[src/rtl/sipo_sync.sv]
// sipo_sync: sclk-domain receiver for the two-wire scl/sda link.
// Oversamples scl/sda, detects START/STOP/RISE, shifts WIDTH bits MSB-first,
// and presents the word with a one-cycle d_valid strobe or an err pulse.
module sipo_sync #(
  parameter int unsigned WIDTH = 4
) (
  input  logic             sclk,
  input  logic             rst,
  input  logic             scl,
  input  logic             sda,
  output logic [WIDTH-1:0] data,
  output logic             d_valid,
  output logic             rx,
  output logic             err,
  output logic [2:0]       state
);

  localparam int unsigned CW = $clog2(WIDTH + 1);

  typedef enum logic [2:0] {
    IDLE  = 3'd0,
    SHIFT = 3'd1,
    STOPW = 3'd2,
    DONE  = 3'd3
  } state_e;

  logic s1_scl_q, s_scl_q, p_scl_q;
  logic s1_sda_q, s_sda_q, p_sda_q;

  logic ev_start, ev_stop, ev_rise, ev_fall;

  state_e           state_q;
  logic [CW-1:0]    cnt_q;
  logic [WIDTH-1:0] sh_q;
  logic [WIDTH-1:0] data_q;
  logic             dv_q;
  logic             err_q;
  logic             rx_q;
  logic             arm_q;

  // Two-flop synchronizers plus one history flop; idle bus reads high.
  always_ff @(posedge sclk) begin
    if (!rst) begin
      s1_scl_q <= 1'b1;
      s_scl_q  <= 1'b1;
      p_scl_q  <= 1'b1;
      s1_sda_q <= 1'b1;
      s_sda_q  <= 1'b1;
      p_sda_q  <= 1'b1;
    end else begin
      s1_scl_q <= scl;
      s_scl_q  <= s1_scl_q;
      p_scl_q  <= s_scl_q;
      s1_sda_q <= sda;
      s_sda_q  <= s1_sda_q;
      p_sda_q  <= s_sda_q;
    end
  end

  // Bus events from synchronized current and previous samples.
  always_comb begin
    ev_start = p_scl_q & s_scl_q &  p_sda_q & ~s_sda_q;
    ev_stop  = p_scl_q & s_scl_q & ~p_sda_q &  s_sda_q;
    ev_rise  = ~p_scl_q & s_scl_q;
    ev_fall  = p_scl_q & ~s_scl_q;
  end

  // Frame FSM with registered outputs.
  // In STOPW the scl rise that precedes STOP (sda held low) is only armed;
  // it becomes an extra-bit error if scl falls again instead of STOP following.
  // A rise with sda high can never lead to STOP, so it errors immediately.
  always_ff @(posedge sclk) begin
    if (!rst) begin
      state_q <= IDLE;
      cnt_q   <= '0;
      sh_q    <= '0;
      data_q  <= '0;
      dv_q    <= 1'b0;
      err_q   <= 1'b0;
      rx_q    <= 1'b0;
      arm_q   <= 1'b0;
    end else begin
      dv_q  <= 1'b0;
      err_q <= 1'b0;
      unique case (state_q)
        IDLE: begin
          if (ev_start) begin
            state_q <= SHIFT;
            cnt_q   <= '0;
            rx_q    <= 1'b1;
          end
        end
        SHIFT: begin
          if (ev_start) begin
            err_q <= 1'b1;
            cnt_q <= '0;
          end else if (ev_stop) begin
            err_q   <= 1'b1;
            state_q <= IDLE;
            rx_q    <= 1'b0;
          end else if (ev_rise) begin
            sh_q  <= {sh_q[WIDTH-2:0], s_sda_q};
            cnt_q <= cnt_q + CW'(1);
            if (cnt_q == CW'(WIDTH - 1)) begin
              state_q <= STOPW;
              arm_q   <= 1'b0;
            end
          end
        end
        STOPW: begin
          if (ev_stop) begin
            state_q <= DONE;
            rx_q    <= 1'b0;
            arm_q   <= 1'b0;
          end else if (ev_start) begin
            err_q   <= 1'b1;
            state_q <= SHIFT;
            cnt_q   <= '0;
            arm_q   <= 1'b0;
          end else if (ev_rise) begin
            if (s_sda_q) begin
              err_q   <= 1'b1;
              state_q <= IDLE;
              rx_q    <= 1'b0;
            end else begin
              arm_q <= 1'b1;
            end
          end else if (ev_fall && arm_q) begin
            err_q   <= 1'b1;
            state_q <= IDLE;
            rx_q    <= 1'b0;
            arm_q   <= 1'b0;
          end
        end
        DONE: begin
          data_q  <= sh_q;
          dv_q    <= 1'b1;
          state_q <= IDLE;
        end
        default: begin
          state_q <= IDLE;
          rx_q    <= 1'b0;
          arm_q   <= 1'b0;
        end
      endcase
    end
  end

  assign data    = data_q;
  assign d_valid = dv_q;
  assign err     = err_q;
  assign rx      = rx_q;
  assign state   = state_q;

endmodule

[config.mk]
export PLATFORM = sky130hd
export DESIGN_NAME = sipo_sync
export DESIGN_NICKNAME = d
export VERILOG_FILES = /design/src/rtl/sipo_sync.sv
export SDC_FILE = /design/constraint.sdc
export NUM_CORES = 1
export LEC_CHECK = 0
export BUFFER_PORTS_ARGS = -buffer_cell sky130_fd_sc_hd__clkbuf_2
export CORE_AREA = 5 5 58 60
export CTS_CLUSTER_SIZE = 30
export DETAILED_ROUTE_END_ITERATION = 12
export DIE_AREA = 0 0 63 65
export PLACE_DENSITY = 0.62
export SYNTH_ARGS = -nofsm -noshare
export SYNTH_HDL_FRONTEND = slang
export SYNTH_SLANG_ARGS = --single-unit
[constraint.sdc]
create_clock -name sclk -period 1.9 [get_ports sclk]
set_input_delay 0.38 -clock sclk [delete_from_list [all_inputs] [get_ports sclk]]
set_output_delay 0.38 -clock sclk [all_outputs]
set_load 0.05 [all_outputs]
==> results_dict.tcl <==
set metrics [dict create \
    status "finished, final reports clean" \
    h-tree-depth 1 \
    synth_top_cell_by_area "dfxtp_1" \
    clock_sinks 23 \
    first_pass_iters 4 \
    ctsHoldBuffers 0 \
    drtIter0Drc 36 \
    rr_worst_depth 6 \
    pwr-share-clk 0.182 \
    die_w_um 63 \
    nFillCells 286 \
    synth_mux_area_frac 0.0680 \
    routedWlPerCell_um 13.0 \
    port_buffers 12 \
    maxSlewViolCount 0 \
    rsz0062_at_grt "false" \
    arrival_ns 2.00 \
    crit_type "reg2reg" \
    finalSetupViolCount 0 \
    yosys-top-cells-count "dfxtp_1 (23), nand2_1 (17), nand2b_1 (9)" \
    drt-vias-per-instance 5.17 \
    dieArea_sq_um 4100 \
    syn-mean-instance-area_sq_um 9.06 \
    end_kind "flip-flop" \
    critPathLaunch "state[0]" \
    num_vias 905 \
    synth_top_cell_area_share 0.385 \
    route.detailed.drc 0 \
    synth_top_family_by_area "simple AND/OR/NAND/NOR gates" \
    max_stage_delay_ns 0.42 \
    grt_usage 0.120 \
    tritoncts "yes" \
    slowest_stage "dfxtp_2" \
    period_share 0.918 \
    cp_max_fo 7 \
    hold_path_class "in2reg" \
    synth_area_sq_um 1200 \
    overflow 0 \
    cts_setup_buffers 0 \
    gp_congestion 0.890 \
    max_freq_mhz 573 \
    power.switching_mw 0.474 \
    synth-seq-cells 23 \
    clkLatencyLatePin_ns 0.31 \
    p_comb_frac 0.369 \
    cts_buffers 3 \
    yosysSeqAreaShare 0.385 \
    hp-start "scl" \
    hold_viol 0 \
    yosys.area_share.adder 0.0732 \
    synth_most_common_cell "dfxtp_1" \
    wirelength_mm 2.28 \
    post-dp-hpwl_mm 1.67 \
    synth_edf_count 0 \
    cts_resized 0 \
    worstSetupStartpointType "flip-flop" \
    async_reset_ff_frac 0 \
    pin_count 14 \
    first_global_vias 853 \
    required_ns 2.15 \
    clock_skew_ns 0.00146 \
    yosys_warnings 0 \
    synth_cell_types 39 \
    grt_pass1_wl_mm 3.98 \
    grt_max_degree 27 \
    synthCells 132 \
    ys.flop_type "dfxtp_1" \
    maxCapViolations 0 \
    final_nets 154 \
    synth_xor_xnor_area_share 0.00732 \
    clk_root_buffer_cell "clkbuf_4" \
    path_clk_slew_ns 0.13 \
    synth-simple-area-share 0.246 \
    pre_cts_ws_ns 0.180 \
    internal_power_mw 0.775 \
    initial_utilization 0.416 \
    diodes 0 \
    drive_gt1_frac 0.190 \
    rows 20 \
    vdd_drop_max_uv 376 \
    swShare 0.379 \
    min_period_ns 1.74 \
    core_area_sq_um 2880 \
    synth_nets 143 \
    p_leak_nw 0.522 \
    r2r_start "state[0]" \
    synthTopCellsByArea "dfxtp_1 (38%), ha_1 (7.3%), mux2i_1 (5.9%)" \
    synth_compound_area_frac 0.157 \
    powerDensity_nw_per_um2 960 \
    postRouteAntennaNets 0 \
    clockBufferDepth 2 \
    power_frac_seq 0.448 \
    crit_chain "inv_1, ha_1, o32ai_1, nand2_1, a211oi_1, mux2i_1" \
    die_y_um 65 \
    holdPathStages 2 \
    worst_slack_ns 0.156 \
    antenna_found_initial 0 \
    fin_util 0.452 \
    area_growth_pct 8.68 \
]
## layout make-up
| type | instances | area (sq um) | area share |
|---|---|---|---|
| multi-input cells | 95 | 663 | 0.510 |
| repair buffers | 16 | 90.1 | 0.0693 |
| clock buffers | 3 | 22.5 | 0.0173 |
| clock inverters | 1 | 5.00 | 0.00385 |
| inverters | 4 | 15.0 | 0.0115 |
| flip-flops and latches | 23 | 463 | 0.356 |
| well taps | 33 | 41.3 | 0.0318 |
## per-stage QoR
stage	area, sq um	power [mW]	instances	TNS, ns	hold WS (ns)
2_1_floorplan	1200	0.926	132	-0.0630	0.386
3_3_place_gp	1270	1.02	171	0	0.388
3_5_place_dp	1270	1.04	171	0	0.399
4_1_cts	1300	1.26	175	0	0.232
5_1_grt	1300	1.34	175	0	0.229
6_report	1300	1.25	175	0	0.237
## logic make-up (layout without fill, tap and decap cells)
logic type / after synthesis / count (layout)
compound gates: 26 / 26
fa+ha+maj: 7 / 7
buf+inv: 14 / 24
xor+xnor: 1 / 1
simple gates: 52 / 52
flops: 23 / 23
other cells: 1 / 1
mux: 8 / 8
## placed cells by master, fill, tap and decap left out, drive strengths merged, types with 2 or more instances in the layout
| cell type | instances |
|---|---|
| dfxtp | 23 |
| a22oi | 2 |
| or3 | 2 |
| nor2 | 4 |
| nand3b | 3 |
| a21boi | 9 |
| nand2b | 9 |
| inv | 4 |
| nand3 | 4 |
| o21ai | 5 |
| mux2i | 7 |
| clkbuf | 15 |
| ha | 7 |
| buf | 4 |
| a21oi | 3 |
| nor2b | 6 |
| nand2 | 17 |
## worst paths after layout
path	end	slack, ns
hold reg to reg	s_scl_q	0.43
setup / recovery	rx	0.16
hold / removal	s1_scl_q	0.24
setup reg to reg	rx	0.16
## routing by layer
layer	GRT usage	wire length (um)	part of all wire
met1	0.145	1030	0.45
met2	0.208	1140	0.50
met3	0.0208	69	0.030
met4	0.0504	38	0.017
met5	0	0	0
## power by group through the flow
stage / logic (mW) / registers (mW) / clock network (mW)
floorplan: 0.283 / 0.643 / 0
global placement: 0.456 / 0.567 / 0
detailed placement: 0.464 / 0.571 / 0
CTS: 0.465 / 0.560 / 0.237
global route: 0.509 / 0.568 / 0.263
finish: 0.461 / 0.560 / 0.228
## worst max-delay path, delay by kind of cell, from the launching register on
kind | cells | cell delay, ns
flip-flops | 1 | 0.42
multiplexers | 1 | 0.21
buffers and inverters | 1 | 0.10
adder cells (fa/ha/maj) | 1 | 0.24
AO/OA/AOI/OAI | 2 | 0.62
AND/OR/NAND/NOR | 1 | 0.09
## registers in the layout (all words and copies together), names as in the netlist
| register | flops |
|---|---|
| cnt_q | 3 |
| rx | 1 |
| s1_scl_q | 1 |
| s_sda_q | 1 |
| p_scl_q | 1 |
| err | 1 |
| arm_q | 1 |
| d_valid | 1 |
| p_sda_q | 1 |
| sh_q | 4 |
| s1_sda_q | 1 |
| state | 2 |
| data | 4 |
| s_scl_q | 1 |
No activity file was read; power rests on OpenSTA's default activity.
